## src/rtl/vga_timing_gen.sv

```systemverilog
// VGA 640x480@60 timing generator: pixel counters, registered decode and a sync/blank delay line.
// Optional macro VGA_CLK_DIV2_EN: run from a 2x system clock with a divide-by-two pixel strobe.
module vga_timing_gen #(
    parameter int H_VISIBLE  = 640,
    parameter int H_FRONT    = 16,
    parameter int H_SYNC     = 96,
    parameter int H_BACK     = 48,
    parameter int V_VISIBLE  = 480,
    parameter int V_FRONT    = 10,
    parameter int V_SYNC     = 2,
    parameter int V_BACK     = 33,
    parameter int SYNC_DELAY = 2
) (
    input  logic       clk,
    input  logic       rst_n,
    output logic       pix_tick,
    output logic [9:0] x_pixel,
    output logic [9:0] y_pixel,
    output logic       drawn_en,
    output logic       hsync,
    output logic       vsync,
    output logic       hsync_d,
    output logic       vsync_d,
    output logic       blank_d,
    output logic       frame_start
);

    localparam int H_TOTAL = H_VISIBLE + H_FRONT + H_SYNC + H_BACK;
    localparam int V_TOTAL = V_VISIBLE + V_FRONT + V_SYNC + V_BACK;

    localparam logic [9:0] H_LAST     = 10'(H_TOTAL - 1);
    localparam logic [9:0] V_LAST     = 10'(V_TOTAL - 1);
    localparam logic [9:0] H_VIS      = 10'(H_VISIBLE);
    localparam logic [9:0] V_VIS      = 10'(V_VISIBLE);
    localparam logic [9:0] H_SYNC_BEG = 10'(H_VISIBLE + H_FRONT);
    localparam logic [9:0] H_SYNC_END = 10'(H_VISIBLE + H_FRONT + H_SYNC);
    localparam logic [9:0] V_SYNC_BEG = 10'(V_VISIBLE + V_FRONT);
    localparam logic [9:0] V_SYNC_END = 10'(V_VISIBLE + V_FRONT + V_SYNC);

    logic [9:0] h_cnt;
    logic [9:0] v_cnt;
    logic       h_vis;
    logic       v_vis;

`ifdef VGA_CLK_DIV2_EN
    // Phase starts at 0 so the first pixel advance lands on the second clock after release.
    logic tick_phase;

    always_ff @(posedge clk or negedge rst_n) begin
        if (!rst_n) begin
            tick_phase <= 1'b0;
        end else begin
            tick_phase <= ~tick_phase;
        end
    end

    assign pix_tick = tick_phase;
`else
    assign pix_tick = 1'b1;
`endif

    always_ff @(posedge clk or negedge rst_n) begin
        if (!rst_n) begin
            h_cnt <= '0;
            v_cnt <= '0;
        end else if (pix_tick) begin
            if (h_cnt == H_LAST) begin
                h_cnt <= '0;
                v_cnt <= (v_cnt == V_LAST) ? '0 : v_cnt + 10'd1;
            end else begin
                h_cnt <= h_cnt + 10'd1;
            end
        end
    end

    always_comb begin
        h_vis = (h_cnt < H_VIS);
        v_vis = (v_cnt < V_VIS);
    end

    // Decode runs every clk, so in divided mode each position is presented for two clocks.
    always_ff @(posedge clk or negedge rst_n) begin
        if (!rst_n) begin
            x_pixel     <= '0;
            y_pixel     <= '0;
            drawn_en    <= 1'b0;
            hsync       <= 1'b1;
            vsync       <= 1'b1;
            frame_start <= 1'b0;
        end else begin
            x_pixel     <= h_vis ? h_cnt : '0;
            y_pixel     <= v_vis ? v_cnt : '0;
            drawn_en    <= h_vis && v_vis;
            hsync       <= !((h_cnt >= H_SYNC_BEG) && (h_cnt < H_SYNC_END));
            vsync       <= !((v_cnt >= V_SYNC_BEG) && (v_cnt < V_SYNC_END));
            frame_start <= pix_tick && (h_cnt == '0) && (v_cnt == '0);
        end
    end

    generate
        if (SYNC_DELAY == 0) begin : g_no_delay
            assign hsync_d = hsync;
            assign vsync_d = vsync;
            assign blank_d = ~drawn_en;
        end else begin : g_delay
            // Newest sample sits in the low three bits; the oldest feeds the outputs.
            localparam int W = 3 * SYNC_DELAY;
            logic [W-1:0] chain;
            logic [W+2:0] chain_next;

            always_comb begin
                chain_next = {chain, hsync, vsync, ~drawn_en};
            end

            always_ff @(posedge clk or negedge rst_n) begin
                if (!rst_n) begin
                    chain <= '1;
                end else begin
                    chain <= chain_next[W-1:0];
                end
            end

            assign {hsync_d, vsync_d, blank_d} = chain[W-1 -: 3];
        end
    endgenerate

endmodule

```

## config.mk

```make
export PLATFORM = sky130hd
export DESIGN_NAME = vga_timing_gen
export DESIGN_NICKNAME = d
export VERILOG_FILES = /design/src/rtl/vga_timing_gen.sv
export SDC_FILE = /design/constraint.sdc
export NUM_CORES = 1
export LEC_CHECK = 0
export CAP_MARGIN = 30
export CORE_ASPECT_RATIO = 1.1
export CORE_MARGIN = 4
export CORE_UTILIZATION = 40
export CTS_CLUSTER_DIAMETER = 150
export CTS_CLUSTER_SIZE = 14
export DETAILED_ROUTE_END_ITERATION = 10
export RECOVER_POWER = 25
export SLEW_MARGIN = 10
export SYNTH_ARGS = -nofsm -noshare
export SYNTH_HDL_FRONTEND = slang
export SYNTH_SLANG_ARGS = --single-unit
```

## constraint.sdc

```tcl
create_clock -name clk -period 2.7 [get_ports clk]
set_clock_uncertainty 0.2 [all_clocks]
set_input_delay 0.675 -clock clk [delete_from_list [all_inputs] [get_ports clk]]
set_output_delay 0.675 -clock clk [all_outputs]
set_load 0.02 [all_outputs]
```

# After elaboration in Yosys (flattened, before gate mapping)
# Index checks and enable logic that the tools add are counted.
[word_totals]
out_inout_bits = 28
word_cells = 32
regBits = 50
[classes]
add_sub_neg = 2
bitwise_logic = 1
magnitude_cmp = 6
eq_ne = 2
n_reduce_logical = 8
muxes = 4
[ops]
columns = ["cell", "n"]
rows = [
  ["10-bit 2-to-1 mux", 4],
  ["10-bit by 1-bit adder with 10-bit output (second input constant)", 2],
  ["10-bit == test (second input constant)", 2],
  ["10-bit logical NOT", 2],
  ["10-bit less-than comparator (second input constant)", 2],
  ["10-bit by 9-bit less-than comparator with 1-bit output (second input constant)", 2],
  ["10-bit greater-or-equal comparator (second input constant)", 1],
  ["10-bit by 9-bit greater-or-equal comparator with 1-bit output (second input constant)", 1],
  ["1-bit logical AND", 4],
  ["1-bit logical NOT", 2],
  ["1-bit inverter", 1],
]

# Depth between registers and ports, before layout
# Gate-level depths: netlist of run 1.
[depth]
ltp_word = 3
depth_mapped = 6
ltp_nobuf = 6

# Worst setup path before layout of run 1
# OpenSTA, ideal clock, no wires.
[synth_timing]
path_type = "register to register"
start = "reg h_cnt[5]"
end = "reg v_cnt[4]"
slack_ns = 0.823
arrival_time_ns = 1.553
path_stages_with_launch = 7
period_less_slack_ns = 1.877
path_cell_list = "dfrtp_1 > buf_6 > or4b_4 > nor3_4 > buf_6 > nand4_1 > mux2i_1"
[synth_via]
elab_chain_len = 1
[synth_lines]
columns = ["element", "line", "rtl"]
rows = [
  ["start: declaration", "40", "logic [9:0] h_cnt;"],
  ["start signal: assignment", "71", "h_cnt <= h_cnt + 10'd1;"],
  ["10-bit == test", "67", "if (h_cnt == H_LAST) begin"],
  ["end signal: assignment", "69", "v_cnt <= (v_cnt == V_LAST) ? '0 : v_cnt + 10'd1;"],
  ["end: declaration", "41", "logic [9:0] v_cnt;"],
]
# No other way between the ends.
# A chain may end at the register's enable or synchronous reset.

# Worst setup path in the final report of run 1
[layout_timing]
start = "reg vsync"
end = "out vsync"
[layout_lines]
columns = ["element", "line", "rtl"]
rows = [
  ["start: declaration", "21", "output logic vsync,"],
  ["start signal: assignment", "95", "vsync <= !((v_cnt >= V_SYNC_BEG) && (v_cnt < V_SYNC_END));"],
]
# No word-level cell between the ends.

==> results of run 1 <==
-- through the flow --
step | cells | cell area (sq um) | setup slack, ns | hold WS, ns | total power [mW]
2_1_floorplan | 168 | 2000 | 0.823 | 0.145 | 0.768
3_3_place_gp | 247 | 2320 | 0.552 | 0.148 | 0.785
3_5_place_dp | 247 | 2320 | 0.475 | 0.148 | 0.786
4_1_cts | 255 | 2410 | 0.367 | 0.143 | 1.22
5_1_grt | 255 | 2410 | 0.307 | 0.164 | 1.25
6_report | 255 | 2410 | 0.375 | 0.160 | 1.20
-- where the power goes --
| part | total, mW | internal, mW | switching (mW) |
|---|---|---|---|
| clock | 0.432 | 0.182 | 0.249 |
| combinational | 0.0202 | 0.00347 | 0.0167 |
| sequential | 0.749 | 0.749 | 0.000155 |
| total | 1.20 | 0.935 | 0.266 |
-- kinds of logic after synthesis --
kind of cell / Yosys count / share of synthesized area [%]
DFF: 50 / 62.9
and+or+nand+nor: 72 / 21.0
buffers and inverters: 16 / 4.18
other: 2 / 0.375
xor gates and xnor gates: 10 / 4.37
adders and majority gates: 4 / 2.50
muxes: 1 / 0.499
AOI/OAI and AO/OA: 13 / 4.18
-- final cells by class --
| class | instances | area (sq um) | area share [%] |
|---|---|---|---|
| flip-flops and latches | 50 | 1260 | 52.4 |
| multi-input cells | 102 | 659 | 27.4 |
| repair buffers | 31 | 297 | 12.3 |
| well taps | 56 | 70.1 | 2.91 |
| clock buffers | 5 | 68.8 | 2.86 |
| inverters | 8 | 30.0 | 1.25 |
| clock inverters | 3 | 21.3 | 0.884 |
-- worst register-to-register path: stages, from the launching register on --
cell	delay (ns)
dfrtp_1	0.47
or4b_4	0.60
nor3_4	0.48
nand4_1	0.22
xnor2_1	0.17
-- state kept, by name (all words and copies together) (netlist names) --
name           cells
h_cnt             10
frame_start        1
v_cnt             10
y_pixel           10
hsync              1
x_pixel           10
g_delay.chain      6
drawn_en           1
vsync              1
-- layout by cell type (no fill, tap or decap), types with 6 or more instances in the layout --
cell,count
nand4_1,9
xnor2_1,7
inv_1,8
nor4_1,6
dfstp_2,6
clkdlybuf4s50_1,27
dfrtp_1,42
nand3_1,8
and2_1,16
nor2_1,8
nand2_1,6
-- layer usage --
metal	share of wire, %	vias to the layer above	global-route usage, %
met5	0	-	0
met4	1.5	0	4.72
met3	5.3	5	4.24
met2	48	36	21.3
met1	46	644	17.5
li1	-	625	-
-- path summary, 6_finish.rpt --
check,start,end,slack [ns],cells after the start
setup / recovery,vsync,vsync,0.37,1
hold / removal,g_delay.chain[1],g_delay.chain[4],0.16,0
setup reg to reg,h_cnt[5],v_cnt[8],0.45,4
hold reg to reg,g_delay.chain[1],g_delay.chain[4],0.16,0
max in group asynchronous,rst_n,h_cnt[3],1.06,2
min in group asynchronous,rst_n,h_cnt[8],0.40,1
==> results by stage, run 1 <==
Logic synthesis:
- By count the netlist is led by dfrtp_1, and2_1, nand4_1.
- The post-synth net total is 174.
- The post-synthesis sequential element count is 50.
- Of the synthesized area, sequential elements account for 62.9%.
- During synthesis, Yosys emitted a total of 0 warnings.
- dfrtp_1 takes more of the synthesized area than any other cell.
- Each instance of the synthesized netlist takes up on average 11.9 sq um.
- For this run, asynchronously set or reset flops after synthesis account for 100%.
- The post-synthesis cell area is 0.00200 sq mm.
- In this run, synthesis inferred 0 flip-flops with an integrated enable.
- The top cell type's share of synthesized area is 52.4%.
- The most instantiated library cell after synthesis is dfrtp_1.
- The most used flip-flop cell after synthesis is dfrtp_1.
- Synthesis handed over a netlist of 168 instances.
- Ranked by total cell area, the synthesized netlist is headed by dfrtp_1, dfstp_2, and2_1.
- The synthesized netlist contains 35 unique library cells.

Setup path:
- Data arrives at the worst endpoint at 1.45 ns.
- The critical path goes through clkdlybuf4s50_1.
- The slowest stage of the critical path belongs to the cell clkdlybuf4s50_1.
- The element type at the critical path end is a primary output.
- The maximum cell stage delay along the critical path is 0.60 ns.
- The maximum net fanout on the critical path is 2.
- The gate family responsible for the most delay along the worst path is buffers and inverters.
- The count of buffering cells on the critical path with inverters included is 1.
- STA classifies the critical path startpoint as a flop.
- The worst setup path is of the flop to primary output kind.
- The worst path required time is 1.82 ns.

Clocking:
- The clock tree root buffer cell is clkbuf_8.
- The number of gates resized after cts is 0.
- The number of buffers inserted during clock tree synthesis is 5.
- The count of H-tree levels built during CTS is 2.
- The number of buffers on the longest clock path is 2.
- The tree built by TritonCTS fans out to 50 sinks.
- The clock tree from TritonCTS is done.
- The clock latency on the worst-skew pair is 0.30 ns.
- The hold-fix buffer count after cts is 0.
- Once the clock tree was built, the setup fixing pass inserted 0 buffers.
- After clock tree synthesis, the clock-pin slew on the worst setup and hold paths is 0.09 ns.

Global route:
- The via count of the first global-routing pass is 1318.
- The total routing resource utilization after global routing is 13.5%.
- The initial antenna violation count came to 0.
- The global-route congestion overflow total is 0.
- The first global-routing pass estimated 6320 microns of wire.
- Entering global routing, the biggest net connects 26 pins.

Place:
- Summed over all nets, the half-perimeter wirelength after detailed placement is 2510 microns.
- The global placement routability congestion is 0.813.
- The number of buffer cells added on primary ports is 28.

Timing:
- The measured slew at the worst slew-check pin is 1.23 ns.
- The final-report max-slew violation count came to 0.
- Setup repair after global routing left no endpoint under its margin.
- The number of endpoints failing setup at the final stage is 0.
- In the final timing run, aggregate negative setup slack is 0 ns.
- The final number of hold-violating endpoints was 0.
- Derived from the worst setup path, the maximum achievable clock frequency is 0.430 GHz.
- In this run the tightest slew margin relative to its limit is 18.2%.
- The worst path uses 86.1% of the clock period.
- The final critical-path required period is 2.33 ns.

Routing:
- Summing over every cut layer, the via total after detailed routing is 1310.
- The routed design has 3600 microns of wire.
- The mean routed wirelength per cell is 14.1 microns.
- The routed via count divided by cell count is 5.14.
- In this run, the number of DRC markers left after iteration 0 of detailed routing was 77.
- The number of design rule violations left after detail routing is 0.
- The number of nets still failing antenna checks after routing is 0.
- The first detailed-routing pass ran for 4 iterations.

Floorplanning:
- The effective utilization at floorplan is 42.2%.
- The total die area is 0.00621 sq mm.
- In this run the core area contains 26 standard-cell rows.
- The number of top-level pins is 30.
- The width of the chip is 75.5 microns.
- The total area inside the core boundary comes to 0.00475 sq mm.
- The die is 82.2 microns tall.

Flow run:
- The tool flagged a number of max-cap violations equal to 0.

Final layout:
- From synthesis to final layout, the design area changed by 20.1%.
- 0 antenna diodes ended up in the layout.
- The filler cells instantiated in the layout total 410.
- The core occupancy in the finished layout is 50.7%.
- The proportion of layout cells with a drive suffix above 1 is 9.55%.
- After the last flow step, the layout net total stands at 204.

Outcome:
- The flow ran to the end, and the final reports show no timing, DRC or antenna violations.

Pwr:
- VDD sags by at most 238 uV.
- The static leakage power is 1.10 nW.
- The power density over cell area is 499 mW/mm^2.

Hold path:
- The path class of the lowest-slack min-delay path is flop to flop.
(Power assumes the default switching activity.)
==> run 2, diff against run 1 <==
CORE_ASPECT_RATIO = 0.75   (was 1.1)
DONT_BUFFER_PORTS = 1   (was not set)
==> run 2 against run 1 <==
Effect of this change: clock power fell by 4%; routed wire length barely moved; clock-buffer cell count rose by 1; utilization fell by 7.0 points; non-clock buffer count fell by 28; register-to-register slack got worse by 0.02 ns; cell area fell by 11%; largest cell class unchanged.
==> results by stage, run 2 (synthesized netlist as in run 1, its figures left out) <==
Outcome:
- The run finished with clean final reports.

Routing:
- The number of nets still failing antenna checks after routing is 0 (unchanged).
- The final routed wirelength across all metal layers is 3610 microns (about the same).
- The number of design rule violations left after detail routing is 0 (unchanged).
- The number of iterations in the first detailed-routing pass is 4 (unchanged).
- The routed via count divided by cell count is 5.27 (+2.6%).
- The total number of vias came to 1218 (-7.0%).
- The mean routed wirelength per cell was 15.6 microns (+10%).
- The number of DRC markers in iteration 0 came to 74 (-3.9%).

Setup path:
- The slowest stage of the critical path belongs to the cell or4b_4.
- The maximum net fanout on the critical path is 17 (+15).
- The count of buffering cells on the critical path with inverters included is 0 (-1).
- The critical path in this run is classified as flop to flop.
- STA classifies the critical path startpoint as a flop.
- The signal on the critical path passes through or4b_4 > nor3_4 > nand4_1 > xnor2_1.
- The critical path data arrival time is 2.25 ns (+0.80 ns).
- The maximum cell stage delay along the critical path is 0.58 ns (-0.02 ns).
- The origin of the critical flop-to-flop path is h_cnt[7].
- The cell count of the worst reg-to-reg path is 4 (unchanged).
- The destination of the worst register-to-register timing path is v_cnt[8].
- The worst path required time is 2.68 ns (+0.86 ns).
- The gate family responsible for the most delay along the worst path is simple AND/OR/NAND/NOR gates.
- The flop-to-flop setup slack is 0.43 ns (-0.02 ns).
- STA classifies the critical path endpoint as a flop.

Place:
- The post-place setup slack is 0.461 ns (-0.0146 ns).
- The global placement routability congestion is 0.812 (-0.17%).
- The post-DP HPWL is 2380 microns (-5.1%).
- The count of placed standard cells including taps is 221 (-11%).
- The number of buffer cells added on primary ports is 0 (-100%).

Global route:
- The initial antenna violation count was 0 (unchanged).
- The total routing resource utilization after global routing was 12.5% (-0.96 points).
- The via count of the first global-routing pass is 1208 (-8.3%).
- The global-route congestion overflow total is 0 (unchanged).
- The first-pass GRT wire length is 6120 microns (-3.2%).
- The maximum number of pins on one net before global-route repair came to 43 (+65%).

Pwr:
- The static leakage power is 1.00 nW (-8.9%).
- The power density over cell area is 554 mW/mm^2 (+11%).
- The part of the total power dissipated in the clock network is 35.0% (-0.9 points).
- The relative contribution of combinational cells to total power is 1.4% (-0.3 points).
- The fraction of power spent switching nets is 21.1% (-1.1 points).
- The net switching power of the design is 249 uW (-6.5%).
- The total power after layout is 1.18 mW (-1.8%).
- The sequential power share is 63.6% (+1.2 points).
- The internal portion of total power was 931 uW (-0.42%).
- The peak ir drop on the vdd network is 166 uV (-31%).

Timing:
- The worst slew slack as a fraction of its limit is 32.1% (+14 points).
- The accumulated negative setup slack is 0 ns (unchanged).
- The highest clock rate is 0.441 GHz (+2.5%).
- The final critical-path share of the clock period is 84.0% (-2.1 points).
- Setup repair after global routing left no endpoint under its margin.
- The measured slew at the worst slew-check pin is 1.02 ns (-0.209 ns).
- The final-report max-slew violation count was 0 (unchanged).
- The final critical-path required period was 2.27 ns (-0.0563 ns).
- The worst path setup slack after routing came to 0.431 ns (+0.0563 ns).
- The number of endpoints failing setup at the final stage is 0 (unchanged).
- The final number of hold-violating endpoints came to 0 (unchanged).

Clocking:
- The number of buffers on the longest clock path was 2 (unchanged).
- The clock tree root buffer cell is clkbuf_8.
- The CTS clock-pin slew for the worst setup and hold paths is 0.08 ns (about the same).
- The total setup buffers inserted after CTS was 0 (unchanged).
- TritonCTS built the clock tree.
- The number of buffers inserted during clock tree synthesis is 5 (unchanged).
- The count of H-tree levels built during CTS was 2 (unchanged).
- The clock latency on the worst-skew pair came to 0.30 ns (about the same).
- The total clock sinks is 50 (unchanged).

Final layout:
- The post-layout instance count excluding filler cells is 231 (-9.4%).
- From synthesis to final layout, the design area changed by 6.30%.
- In the layout the commonest cells are dfrtp_1, and2_1, nand4_1.
- The antenna diode count was 0 (unchanged).
- The final-stage net count came to 176 (-14%).
- The core occupancy in the finished layout came to 43.7% (-7.0 points).
- The proportion of layout cells with a drive suffix above 1 came to 11.1% (+1.6 points).
- The commonest non-fill, non-tap cell in the layout is dfrtp_1.

Hold path:
- The startpoint of the most critical hold path is g_delay.chain[1].
- The path class of the tightest hold or removal check is flop to flop.
- The worst-case hold path end point is g_delay.chain[4].
- The worst hold path cell count is 0 (unchanged).

Flow run:
- The max-capacitance violation count came to 0 (unchanged).

Floorplanning:
- The total die area is 0.00622 sq mm (+0.17%).
- The number of top-level pins is 30 (unchanged).
- The chip height was 69.3 microns (-16%).
- The cell row count is 22 (-15%).
- The width of the chip is 89.7 microns (+19%).
- The effective utilization at floorplan came to 41.1% (-1.1 points).
- The core box area is 0.00487 sq mm (+2.6%).
[run 2: worst max path at each step]
stage / start / endpoint / slack (ns) / depth (start not counted)
2_1_floorplan: h_cnt[5] / v_cnt[4] / 0.82 / 6
3_3_place_gp: h_cnt[5] / v_cnt[8] / 0.55 / 4
3_5_place_dp: h_cnt[5] / v_cnt[8] / 0.46 / 4
4_1_cts: h_cnt[5] / v_cnt[8] / 0.45 / 4
5_1_grt: h_cnt[7] / v_cnt[8] / 0.33 / 4
6_report: h_cnt[7] / v_cnt[8] / 0.43 / 4
[run 2: area by class of cell]
| cell class | count | area [sq um] |
|---|---|---|
| clock buffers | 6 | 72.6 |
| multi-input cells | 102 | 659 |
| fillers | 454 | 2740 |
| well taps | 60 | 75.1 |
| flip-flops and latches | 50 | 1260 |
| repair buffers | 3 | 22.5 |
| clock inverters | 2 | 10.0 |
| inverters | 8 | 30.0 |
[run 2: repair_timing]
item,in CTS,in global routing
resized for setup,0,0
hold buffers,1,1
endpoints found under the hold margin,42,8
[run 2: per-layer routing]
| layer | track usage, % | part of all wire, % | routed length [microns] |
|---|---|---|---|
| met3 | 5.53 | 6.4 | 232 |
| met2 | 17.8 | 45 | 1620 |
| met4 | 5.44 | 1.0 | 37 |
| met5 | 0 | 0 | 0 |
| met1 | 16.6 | 48 | 1720 |
[run 2: power groups by stage]
stage	registers, mW	clock network [mW]	logic (mW)
4_1_cts	0.751	0.429	0.0172
6_report	0.751	0.413	0.0165
3_3_place_gp	0.765	0	0.00132
5_1_grt	0.751	0.462	0.0204
3_5_place_dp	0.765	0	0.00132
2_1_floorplan	0.765	0	0.00244
[run 2: worst reg2reg max path, stage by stage (launching register included)]
cell and delay (ns):
dfrtp_1 0.47, or4b_4 0.58, nor3_4 0.52, nand4_1 0.21, xnor2_1 0.17
[run 2: per-stage QoR]
stage                     hold WS (ns)  area [sq um]
after detailed placement         0.149          2030
after global placement           0.146          2030
after global routing             0.168          2130
after CTS                      0.00297          2140
after floorplan                  0.145          2000
final                            0.161          2130
==> run 3, diff against run 2 <==
clock period = 2.2 ns   (was 2.7 ns; I/O delays follow)
==> run 3 against run 2 <==
Effect of this change: routed wire length is 3.5% lower; highest routed layer unchanged; sequential cell count stayed put; critical path depth is 1 higher; critical path type unchanged; cell area is 2.8% higher.
==> results by stage, run 3 (synthesized netlist as in run 1, its figures left out) <==
Timing:
- The highest clock rate came to 0.507 GHz (+15%).
- The worst hold slack across all endpoints is 0.160 ns (-0.000199 ns).
- Setup repair after global routing left no endpoint under its margin.
- The final-report max-slew violation count was 0 (unchanged).
- The accumulated negative setup slack is 0 ns (unchanged).
- The number of endpoints failing setup at the final stage is 0 (unchanged).
- The worst slew slack as a fraction of its limit is 30.9% (-1.2 points).
- The measured slew at the worst slew-check pin was 1.04 ns (+0.0185 ns).
- The final critical-path share of the clock period came to 89.6% (+5.5 points).
- The final number of hold-violating endpoints came to 0 (unchanged).
- The final critical-path required period is 1.97 ns (-0.298 ns).

Pwr:
- The net switching power of the design is 306 uW (+23%).
- The sequential power share is 63.5% (about the same).
- The peak ir drop on the vdd network is 223 uV (+35%).
- The internal portion of total power is 1.15 mW (+23%).
- The relative contribution of combinational cells to total power is 1.4% (about the same).
- The fraction of power spent switching nets is 21.1% (about the same).
- The power density over cell area is 663 mW/mm^2 (+20%).
- The static leakage power is 1.02 nW (+1.7%).
- The part of the total power dissipated in the clock network was 35.2% (+0.2 points).
- The total power after layout came to 1.45 mW (+23%).

Floorplanning:
- The core box area is 0.00487 sq mm (unchanged).
- The total die area came to 0.00622 sq mm (unchanged).
- The number of top-level pins is 30 (unchanged).
- The cell row count is 22 (unchanged).
- The chip height is 69.3 microns (unchanged).
- The effective utilization at floorplan is 41.1% (unchanged).
- The width of the chip came to 89.7 microns (unchanged).

Clocking:
- TritonCTS built the clock tree.
- The number of buffers on the longest clock path is 2 (unchanged).
- The count of H-tree levels built during CTS is 2 (unchanged).
- The number of buffers inserted during clock tree synthesis was 5 (unchanged).
- The clock latency on the worst-skew pair is 0.30 ns (about the same).
- The total clock sinks is 50 (unchanged).
- The clock tree root buffer cell is clkbuf_8.
- The CTS clock-pin slew for the worst setup and hold paths came to 0.08 ns (about the same).

Setup path:
- The element type at the critical path end is a flop.
- The origin of the critical flop-to-flop path is h_cnt[6].
- The worst path required time was 2.18 ns (-0.50 ns).
- The destination of the worst register-to-register timing path is v_cnt[4].
- The cell count of the worst reg-to-reg path is 5 (+1).
- The critical path in this run is classified as flop to flop.
- The maximum net fanout on the critical path was 14 (-3).
- The critical path data arrival time was 1.95 ns (-0.30 ns).
- STA classifies the critical path startpoint as a flop.
- The flop-to-flop setup slack is 0.23 ns (-0.20 ns).

Global route:
- The maximum number of pins on one net before global-route repair is 51 (+19%).
- The initial antenna violation count is 0 (unchanged).
- The total routing resource utilization after global routing is 12.2% (-0.36 points).
- The via count of the first global-routing pass is 1178 (-2.5%).
- The global-route congestion overflow total is 0 (unchanged).
- The first-pass GRT wire length is 5890 microns (-3.7%).

Place:
- The post-DP HPWL came to 2420 microns (+1.3%).
- The count of placed standard cells including taps was 226 (+2.3%).
- The post-placement cell area is 0.00207 sq mm (+1.8%).
- The number of buffer cells added on primary ports was 0 (unchanged).
- The global placement routability congestion came to 0.846 (+4.2%).

Final layout:
- The proportion of layout cells with a drive suffix above 1 was 12.4% (+1.3 points).
- The area growth from synthesis to layout is 9.24%.
- The post-layout instance count excluding filler cells was 237 (+2.6%).
- The antenna diode count is 0 (unchanged).
- The top cell types in the final layout, fill and taps aside, are dfrtp_1, and2_1, nand4_1.
- The number of filler cells placed in the layout is 456 (+0.44%).
- The final-stage net count is 182 (+3.4%).
- The cell area after layout is 0.00219 sq mm (+2.8%).
- The commonest non-fill, non-tap cell in the layout is dfrtp_1.

Hold path:
- The worst hold path cell count came to 0 (unchanged).
- For hold timing, the worst endpoint is g_delay.chain[4].
- The tightest min-delay check is of the flop to flop type.
- The worst hold path begins at g_delay.chain[1].

Routing:
- The number of DRC markers in iteration 0 is 95 (+28%).
- The total number of vias was 1223 (+0.41%).
- The number of iterations in the first detailed-routing pass is 4 (unchanged).
- The mean routed wirelength per cell came to 14.7 microns (-5.9%).
- The routed via count divided by cell count came to 5.16 (-2.1%).
- The number of design rule violations left after detail routing is 0 (unchanged).
- The number of nets still failing antenna checks after routing is 0 (unchanged).
- The final routed wirelength across all metal layers came to 3480 microns (-3.5%).

Outcome:
- The flow ran to the end, and the final reports show no timing, DRC or antenna violations.

Flow run:
- The max-capacitance violation count was 0 (unchanged).
==> run 3: cell count changes in the layout (fill, tap and decap cells not counted) <==
cell	delta
clkbuf_1	+1
buf_2	+1
buf_4	+4
clkinvlp_4	+2
buf_12	+1
dfstp_2	-2
dfstp_1	+2
clkinv_2	-2
clkbuf_2	-1
==> run 3: worst max path at each step <==
stage / from / to / slack (ns) / cells after the start
floorplan: h_cnt[5] / v_cnt[4] / 0.32 / 6
global placement: h_cnt[6] / v_cnt[3] / 0.19 / 4
detailed placement: h_cnt[6] / v_cnt[8] / 0.14 / 4
CTS: h_cnt[6] / v_cnt[8] / 0.14 / 4
global route: rst_n / x_pixel[3] / 0.08 / 2
finish: h_cnt[6] / v_cnt[4] / 0.23 / 5
==> run 3: through the flow <==
step           setup slack (ns)  util (%)
2_1_floorplan             0.323         -
3_3_place_gp              0.194      42.5
3_5_place_dp              0.143      42.5
4_1_cts                   0.138      45.1
5_1_grt                  0.0816      44.9
6_report                  0.230      44.9
==> run 3: area by class of cell <==
class | instances | area [sq um] | share of cell area (%)
Clock buffer | 6 | 72.6 | 3.31
Clock inverter | 2 | 15.0 | 0.686
Inverter | 8 | 30.0 | 1.37
Multi-Input combinational cell | 102 | 659 | 30.1
Sequential cell | 50 | 1260 | 57.6
Tap cell | 60 | 75.1 | 3.43
Timing Repair Buffer | 9 | 76.3 | 3.49
==> run 3: worst max-delay path, cell delays in order, from the launching register on <==
cell and delay [ns]:
dfrtp_1 0.45, or4b_4 0.54, nor3_4 0.23, buf_12 0.16, nand4_1 0.12, mux2i_1 0.15
==> run 3: timing repair <==
action,in CTS,in global routing
endpoints found under the hold margin,50,0
resized for setup,0,0
setup buffers,0,1
hold buffers,2,0
setup endpoints to repair,0,8
==> run 3: routing by layer <==
layer  vias to the layer above  routed length [microns]  track usage (%)
met4                         0                       36             4.59
met5                         -                        0                0
met1                       616                     1650             15.8
li1                        583                        -                -
met3                         2                      188             5.97
met2                        22                     1610             17.7
==> run 3: power by group through the flow <==
stage	logic [mW]	clock network [mW]	registers [mW]
final	0.0197	0.511	0.921
after global routing	0.0247	0.575	0.922
after floorplan	0.00299	0	0.939
after global placement	0.00162	0	0.939
after CTS	0.0267	0.530	0.921
after detailed placement	0.00162	0	0.939
